--- src/rtl/ctrl_hazard_pipe.sv ---
// rtl/ctrl_hazard_pipe.sv - control-side E/M/W pipeline with load-use, redirect and forwarding logic
// Holds the staged control bundle only; the datapath registers follow StallF/StallD/FlushD/FlushE.
module ctrl_hazard_pipe #(
    parameter int PERF_W = 16
) (
    input  logic              clk,
    input  logic              rst_n,
    input  logic              RegWriteD,
    input  logic [1:0]        ResultSrcD,
    input  logic              MemWriteD,
    input  logic              JumpD,
    input  logic [1:0]        BranchD,
    input  logic              ALUSrcD,
    input  logic              sel_adderD,
    input  logic [4:0]        Rs1D,
    input  logic [4:0]        Rs2D,
    input  logic [4:0]        RdD,
    input  logic              ZeroE,
    output logic              RegWriteE,
    output logic              RegWriteM,
    output logic              RegWriteW,
    output logic [1:0]        ResultSrcE,
    output logic [1:0]        ResultSrcM,
    output logic [1:0]        ResultSrcW,
    output logic              MemWriteE,
    output logic              MemWriteM,
    output logic              ALUSrcE,
    output logic              sel_adderE,
    output logic [4:0]        RdE,
    output logic [4:0]        RdM,
    output logic [4:0]        RdW,
    output logic              StallF,
    output logic              StallD,
    output logic              FlushD,
    output logic              FlushE,
    output logic              PCSrcE,
    output logic [1:0]        ForwardAE,
    output logic [1:0]        ForwardBE,
    output logic [PERF_W-1:0] stall_count,
    output logic [PERF_W-1:0] flush_count
);

    localparam logic [PERF_W-1:0] CNT_MAX = '1;

    logic       jump_e;
    logic [1:0] branch_e;
    logic [4:0] rs1_e;
    logic [4:0] rs2_e;
    logic       lw_stall;

    // A flushed D->E load becomes a bubble: no write, no store, no jump, no branch.
    always_ff @(posedge clk or negedge rst_n) begin
        if (!rst_n) begin
            RegWriteE  <= 1'b0;
            ResultSrcE <= 2'b00;
            MemWriteE  <= 1'b0;
            jump_e     <= 1'b0;
            branch_e   <= 2'b00;
            ALUSrcE    <= 1'b0;
            sel_adderE <= 1'b0;
            rs1_e      <= 5'd0;
            rs2_e      <= 5'd0;
            RdE        <= 5'd0;
        end else if (FlushE) begin
            RegWriteE  <= 1'b0;
            ResultSrcE <= 2'b00;
            MemWriteE  <= 1'b0;
            jump_e     <= 1'b0;
            branch_e   <= 2'b00;
            ALUSrcE    <= 1'b0;
            sel_adderE <= 1'b0;
            rs1_e      <= 5'd0;
            rs2_e      <= 5'd0;
            RdE        <= 5'd0;
        end else begin
            RegWriteE  <= RegWriteD;
            ResultSrcE <= ResultSrcD;
            MemWriteE  <= MemWriteD;
            jump_e     <= JumpD;
            branch_e   <= BranchD;
            ALUSrcE    <= ALUSrcD;
            sel_adderE <= sel_adderD;
            rs1_e      <= Rs1D;
            rs2_e      <= Rs2D;
            RdE        <= RdD;
        end
    end

    always_ff @(posedge clk or negedge rst_n) begin
        if (!rst_n) begin
            RegWriteM  <= 1'b0;
            ResultSrcM <= 2'b00;
            MemWriteM  <= 1'b0;
            RdM        <= 5'd0;
            RegWriteW  <= 1'b0;
            ResultSrcW <= 2'b00;
            RdW        <= 5'd0;
        end else begin
            RegWriteM  <= RegWriteE;
            ResultSrcM <= ResultSrcE;
            MemWriteM  <= MemWriteE;
            RdM        <= RdE;
            RegWriteW  <= RegWriteM;
            ResultSrcW <= ResultSrcM;
            RdW        <= RdM;
        end
    end

    always_comb begin
        PCSrcE   = jump_e | ((branch_e == 2'b01) & ZeroE) | ((branch_e == 2'b10) & ~ZeroE);
        lw_stall = RegWriteE & (ResultSrcE == 2'b01) & (RdE != 5'd0) &
                   ((RdE == Rs1D) | (RdE == Rs2D));
        // A redirect squashes the D instruction, so there is nothing left to stall for.
        StallF   = lw_stall & ~PCSrcE;
        StallD   = lw_stall & ~PCSrcE;
        FlushD   = PCSrcE;
        FlushE   = lw_stall | PCSrcE;

        ForwardAE = 2'b00;
        if (RegWriteM && RdM != 5'd0 && RdM == rs1_e)
            ForwardAE = 2'b10;
        else if (RegWriteW && RdW != 5'd0 && RdW == rs1_e)
            ForwardAE = 2'b01;

        ForwardBE = 2'b00;
        if (RegWriteM && RdM != 5'd0 && RdM == rs2_e)
            ForwardBE = 2'b10;
        else if (RegWriteW && RdW != 5'd0 && RdW == rs2_e)
            ForwardBE = 2'b01;
    end

    always_ff @(posedge clk or negedge rst_n) begin
        if (!rst_n) begin
            stall_count <= '0;
            flush_count <= '0;
        end else begin
            if (StallF && stall_count != CNT_MAX)
                stall_count <= stall_count + PERF_W'(1);
            if (PCSrcE && flush_count != CNT_MAX)
                flush_count <= flush_count + PERF_W'(1);
        end
    end

endmodule

--- config.mk ---
export PLATFORM = sky130hd
export DESIGN_NAME = ctrl_hazard_pipe
export DESIGN_NICKNAME = d
export VERILOG_FILES = /design/src/rtl/ctrl_hazard_pipe.sv
export SDC_FILE = /design/constraint.sdc
export NUM_CORES = 1
export LEC_CHECK = 0
export CORE_ASPECT_RATIO = 0.7
export CORE_UTILIZATION = 47
export DETAILED_ROUTE_END_ITERATION = 16
export PLACE_DENSITY = 0.8
export SLEW_MARGIN = 40
export SYNTH_ARGS = -nofsm -noshare
export SYNTH_HDL_FRONTEND = slang
export SYNTH_SLANG_ARGS = --single-unit
--- constraint.sdc ---
create_clock -name clk -period 2.15 [get_ports clk]
set_input_delay 0.43 -clock clk [delete_from_list [all_inputs] [get_ports clk]]
set_output_delay 0.43 -clock clk [all_outputs]
set_load 0.02 [all_outputs]
==> results of run 1 <==
## registers in the layout, indices dropped and copies added, names as in the netlist, 2 cells and up
name         count
RdE              5
RdM              5
RdW              5
ResultSrcE       2
ResultSrcM       2
ResultSrcW       2
branch_e         2
flush_count     16
rs1_e            5
rs2_e            5
stall_count     16
## report_power, final
group | internal, mW | total [mW] | switching, mW
logic | 0.706 | 1.38 | 0.676
registers | 1.55 | 1.77 | 0.220
clock network | 0.796 | 1.30 | 0.501
total | 3.05 | 4.45 | 1.40
## worst max-delay path by stage
stage	startpoint	end	slack (ns)	cells past startpoint
2_1_floorplan	RdW[2]$_DFF_PN0_	ForwardBE[0]	0.02	4
3_3_place_gp	Rs1D[4]	StallF	-0.49	6
3_5_place_dp	Rs1D[4]	StallD	-0.53	6
4_1_cts	RdM[3]$_DFF_PN0_	ForwardBE[0]	-0.36	5
5_1_grt	RdW[2]$_DFF_PN0_	ForwardBE[0]	-0.37	5
6_report	RdW[2]$_DFF_PN0_	ForwardBE[0]	-0.31	5
## metrics by stage
step                setup slack [ns]  hold slack (ns)  instance area, sq um
finish                        -0.306            0.364                  5160
global route                  -0.375            0.367                  5160
CTS                           -0.362            0.384                  4930
detailed placement            -0.529            0.356                  4630
global placement              -0.492            0.355                  4630
floorplan                     0.0249            0.134                  3260
## logic make-up after synthesis
family / synth area share (%)
compound gates: 3.97
xor+xnor: 15.5
fa+ha+maj: 0.779
buf+inv: 1.21
flops: 56.9
mux: 1.05
simple gates: 20.6
## per-layer routing
| metal | part of all wire, % | up-vias | track usage [%] |
|---|---|---|---|
| met2 | 51 | 89 | 40.9 |
| met4 | 1.5 | 0 | 7.73 |
| met5 | 0 | - | 0 |
| met3 | 5.5 | 12 | 8.20 |
| met1 | 42 | 1347 | 33.3 |
| li1 | - | 1240 | - |
## cells in the mapped netlist (all sizes together), types with 2 or more instances
cell,instances
a211oi,2
a21oi,3
a31oi,2
and2,27
and3,7
and4,2
buf,3
clkbuf,2
dfrtp,73
ha,2
inv,3
mux2,3
nand2,14
nand3,16
nand4,14
nor2,13
nor3,6
nor4,5
o21ai,2
or4,5
xnor2,36
xor2,21
## repair_timing
item,4_1_cts,5_1_grt
resized for setup,59,40
hold endpoints to repair,23,0
hold buffers,1,0
setup buffers,5,8
cloned,0,0
setup endpoints to repair,9,8
pin swaps,10,19
## area by class of cell
| class | count | area [sq um] | share of cell area (%) |
|---|---|---|---|
| Multi-Input combinational cell | 188 | 1560 | 30.2 |
| Tap cell | 91 | 114 | 2.20 |
| Sequential cell | 73 | 1830 | 35.5 |
| Clock buffer | 10 | 138 | 2.67 |
| Antenna cell | 1 | 2.50 | 0.0485 |
| Inverter | 3 | 11.3 | 0.218 |
| Timing Repair Buffer | 151 | 1400 | 27.2 |
| Clock inverter | 5 | 104 | 2.01 |
==> summary.md, run 1 <==
| Metric | Value |
|---|---|
| Status | `finished with violations` |
| Failing checks | `setup timing` |
| Share of cells above drive strength 1 | `29.8%` |
| Crit path max fanout | `3` |
| Highest Clock Rate | `407 MHz` |
| PortBufs | `95` |
| Drt pass-1 iters | `4` |
| Vias | `2688` |
| Worst-Margin Slew | `0.501 ns` |
| Reg2reg end | `stall_count[1]$_DFFE_PN0P_` |
| Largest net degree at the start of global routing | `32` |
| CP top delay family | `simple AND/OR/NAND/NOR gates` |
| Most used DFF post-synth | `dfrtp_1` |
| H-tree levels | `3` |
| Buf/Inv on CP | `2` |
| Pwr per Cell Area | `861 mW/mm^2` |
| Cell Chain, Critical Path | `buf_6 -> xor2_1 -> or4_4 -> nor4_4 -> buf_4` |
| TNS Setup | `-1.09 ns` |
| FF+latch count, synth | `73` |
| Hold path startpoint | `Rs2D[2]` |
| Final Cycle Share | `114%` |
| Most common cell after layout, fill and taps aside | `clkdlybuf4s50_1` |
| Endpoints failing hold | `0` |
| Hold-critical path depth | `2` |
| Per-cell routed wire length | `17.6 microns` |
| Initial Util | `50.2%` |
| Max VDD drop | `0.551 mV` |
| CTS tree | `yes` |
| Worst EP arrival | `2.03 ns` |
| Syn nets | `298` |
| Syn Std Cell Area | `0.00321 sq mm` |
| Unique cell type count in the Yosys netlist | `40` |
| Share of the synthesized area in the top cell type | `56.9%` |
| Worst-case clock buffer depth | `2` |
| 1st-iter DRT viols | `102` |
| Synth-to-Final Area Change | `60.8%` |
| Vias in the first global route | `2664` |
| First-pass GRT wire length | `13400 microns` |
| Slew headroom | `66.3%` |
| Synth top area cells | `dfrtp_1, xnor2_1, xor2_1` |
| Hold EP | `rs2_e[2]$_DFF_PN0_` |
| Leakage | `2.32 nW` |
| Flop2flop setup slack | `0.01 ns` |
| Total global routing overflow | `0` |
| Die X-Extent | `101 microns` |
| Nature of the critical path endpoint | `output pin` |
| Final Critical Period | `2.46 ns` |
| Number of enable flip-flop cells after synthesis | `0` |
| Post-Layout Cell Count | `522` |
| Worst r2r src | `stall_count[1]$_DFFE_PN0P_` |
| Post-DP HPWL | `5880 microns` |
| Residual DRC | `0` |
| Final setup fails | `7` |
| Initial antenna violation count | `1` |
| GP Congestion | `0.866` |
| Site Rows | `24` |
| Fin util | `80.7%` |
| Most frequent cells in the layout | `clkdlybuf4s50_1, dfrtp_1, buf_4, xnor2_1, and2_1` |
| Final setup margin | `-0.306 ns` |
| CP max stage delay | `0.53 ns` |
| Sequential area share after synthesis | `56.9%` |
| Average cell area after synthesis | `11.9 sq um` |
| CP startpoint kind | `register` |
| R2r worst-path depth | `6` |
| Clock skew | `0.00730 ns` |
| CP max stage cell | `or4_4` |
| Die Area | `0.00717 sq mm` |
| Sink Count | `73` |
| Final ANT Viol Nets | `0` |
| Crit path required time | `1.72 ns` |
| CTS Buf Count | `9` |
| Worst-path clk slew | `0.08 ns` |
| Clock Latency Late Sink | `0.35 ns` |
| Die H | `71.2 microns` |
| Max Slew Vio Count | `0` |
| Filler cells | `372` |
| CTS root buf | `clkbuf_8` |
| Synthesized netlist cell count | `269` |
| Max-cap violation count | `0` |
| Detailed Route WL | `9200 microns` |
| Hold Crit Class | `primary input to register` |
| Kind of critical path | `register to output pin` |
| Tot GR Track Use | `25.5%` |
| I/O pins | `96` |
| Area of the core | `0.00640 sq mm` |
| Routed vias/inst | `5.15` |
| RSZ-0062 raised after global routing | `true` |
| Yosys warning total | `0` |
| Pwr Total | `4.45 mW` |
| Dpl cells | `494` |
| Fin nets | `455` |
| Post-synth ARST share | `100%` |
| Largest area contributor in the netlist | `dfrtp_1` |
Note: power is estimated with default switching activity, not from simulation.
==> inputs of run 2 (changes only) <==
--- a/config.mk
+++ b/config.mk
@@ -9,6 +9,7 @@
 export CORE_UTILIZATION = 47
 export DETAILED_ROUTE_END_ITERATION = 16
 export PLACE_DENSITY = 0.8
+export SETUP_SLACK_MARGIN = 0.2
 export SLEW_MARGIN = 40
 export SYNTH_ARGS = -nofsm -noshare
 export SYNTH_HDL_FRONTEND = slang
==> summary.md, run 2 (same netlist as run 1, synthesis figures left out) <==
| Metric | Value |
|---|---|
| Status | `finished with violations` |
| Failing checks | `setup timing` |
| Routed vias/inst | `5.32` |
| Crit path required time | `1.72 ns` |
| Initial Util | `50.2%` |
| Max VDD drop | `0.503 mV` |
| GP Congestion | `0.872` |
| Hold path startpoint | `MemWriteE$_DFF_PN0_` |
| Drt pass-1 iters | `4` |
| I/O pins | `96` |
| Highest Clock Rate | `415 MHz` |
| Crit path max fanout | `2` |
| Ant. Diodes | `0` |
| Die Area | `0.00717 sq mm` |
| 1st-iter DRT viols | `189` |
| Clock Latency Late Sink | `0.35 ns` |
| Die X-Extent | `101 microns` |
| Worst r2r src | `branch_e[0]$_DFF_PN0_` |
| Final Critical Period | `2.41 ns` |
| Initial antenna violation count | `0` |
| Vias in the first global route | `2726` |
| Most frequent cells in the layout | `clkdlybuf4s50_1, dfrtp_1, buf_4, xnor2_1, and2_1` |
| Final ANT Viol Nets | `0` |
| Area of the multi-input gates | `0.00168 sq mm` |
| Site Rows | `24` |
| Kind of critical path | `register to output pin` |
| Final setup fails | `5` |
| RSZ-0062 raised after global routing | `true` |
| Most common cell after layout, fill and taps aside | `clkdlybuf4s50_1` |
| Sink Count | `73` |
| Filler cells | `338` |
| Max Slew Vio Count | `0` |
| First-pass GRT wire length | `13600 microns` |
| Pwr Total | `4.22 mW` |
| Tot GR Track Use | `25.5%` |
| Worst-path clk slew | `0.08 ns` |
| Share of cells above drive strength 1 | `35.0%` |
| Fin nets | `461` |
| CTS Buf Count | `9` |
| Clock skew | `0.0130 ns` |
| PortBufs | `95` |
| Residual DRC | `0` |
| Fin util | `83.1%` |
| CTS root buf | `clkbuf_8` |
| Nature of the critical path endpoint | `output pin` |
| Synth-to-Final Area Change | `65.4%` |
| Worst-case clock buffer depth | `2` |
| Endpoints failing hold | `0` |
| Crit. Startpoint | `RdM[1]$_DFF_PN0_` |
| Hold Crit Class | `register to register` |
| Area of the core | `0.00640 sq mm` |
| H-tree levels | `3` |
| CTS tree | `yes` |
| Slew headroom | `76.9%` |
| Register area | `0.00184 sq mm` |
| Vias | `2810` |
| CP startpoint kind | `register` |
| Max-cap violation count | `0` |
| Largest net degree at the start of global routing | `48` |
| Hold WS | `0.387 ns` |
| Leakage | `2.38 nW` |
| Top flop regs | `flush_count (16), stall_count (16)` |
| Total global routing overflow | `0` |
| Worst-Margin Slew | `0.346 ns` |
| Post-DP HPWL | `6000 microns` |
| Per-cell routed wire length | `19.1 microns` |
| Die H | `71.2 microns` |
| Pwr per Cell Area | `794 mW/mm^2` |
| Worst EP arrival | `1.98 ns` |
| Final setup margin | `-0.257 ns` |
| Detailed Route WL | `10100 microns` |
| Final Cycle Share | `112%` |
## run 2: cell count changes in the layout (fill, tap and decap cells not counted), sizes merged
cell / before / now
dlygate4sd2: 5 / 16
clkdlybuf4s50: 74 / 66
buf: 65 / 70
bufinv: 3 / 0
clkbuf: 10 / 13
dlymetal6s2s: 6 / 3
clkinv: 2 / 4
diode: 1 / 0
## run 2: layout make-up
cell class / instances / share of cell area [%]
clock buffer: 12 / 2.73
inverter: 3 / 0.259
tap: 91 / 2.14
clock inverter: 4 / 0.377
multi-input combinational: 188 / 31.6
timing repair buffer: 157 / 28.2
sequential: 73 / 34.7
## run 2: power breakdown
part           internal [mW]  total, mW  switching (mW)
combinational          0.762       1.48           0.715
sequential              1.55       1.79           0.241
clock                  0.444      0.945           0.501
total                   2.76       4.22            1.46
## run 2: metrics by stage
| step | setup TNS [ns] | setup WS [ns] | instance area [sq um] | cells |
|---|---|---|---|---|
| 2_1_floorplan | 0 | 0.154 | 3310 | 269 |
| 3_3_place_gp | -5.06 | -0.500 | 4630 | 488 |
| 3_5_place_dp | -6.39 | -0.557 | 4630 | 488 |
| 4_1_cts | -0.616 | -0.224 | 5010 | 517 |
| 5_1_grt | -1.19 | -0.328 | 5310 | 528 |
| 6_report | -0.782 | -0.257 | 5310 | 528 |
## run 2: critical path: stages (launching register included)
cell     delay, ns
dfrtp_2       0.44
or4_4         0.58
o21ai_4       0.23
nor4_4        0.09
nor4_4        0.12
buf_4         0.17
## run 2: metal layers
layer,part of all wire (%),vias up,global-route usage (%)
met3,6.2,38,7.02
met4,4.2,0,9.02
li1,-,1261,-
met1,41,1386,32.3
met5,0,-,0
met2,49,125,42.3
## run 2: worst paths after layout
| path | to | slack (ns) | cells after the start |
|---|---|---|---|
| worst max-delay path | ForwardAE[0] | -0.26 | 5 |
| worst min-delay path | MemWriteM$_DFF_PN0_ | 0.39 | 0 |
| worst max register to register | flush_count[12]$_DFFE_PN0P_ | 0.07 | 9 |
| worst min register to register | MemWriteM$_DFF_PN0_ | 0.39 | 0 |
| max in group asynchronous | RdM[2]$_DFF_PN0_ | 1.05 | 3 |
| min in group asynchronous | RdE[2]$_DFF_PN0_ | 0.53 | 2 |
## run 2: repair_timing
item,CTS,global route
setup buffers,12,10
hold buffers,1,0
cloned,0,1
gates resized for setup,94,43
pin swaps,25,21
endpoints found under the hold margin,10,0
endpoints found under the setup margin,20,22
==> inputs of run 3 (changes only) <==
--- a/config.mk
+++ b/config.mk
@@ -8,6 +8,7 @@
 export CORE_ASPECT_RATIO = 0.7
 export CORE_UTILIZATION = 47
 export DETAILED_ROUTE_END_ITERATION = 16
+export HOLD_SLACK_MARGIN = 0.12
 export PLACE_DENSITY = 0.8
 export SETUP_SLACK_MARGIN = 0.2
 export SLEW_MARGIN = 40
==> results of run 3 <==
Final layout, timing and power as in run 2 (identical DEF).
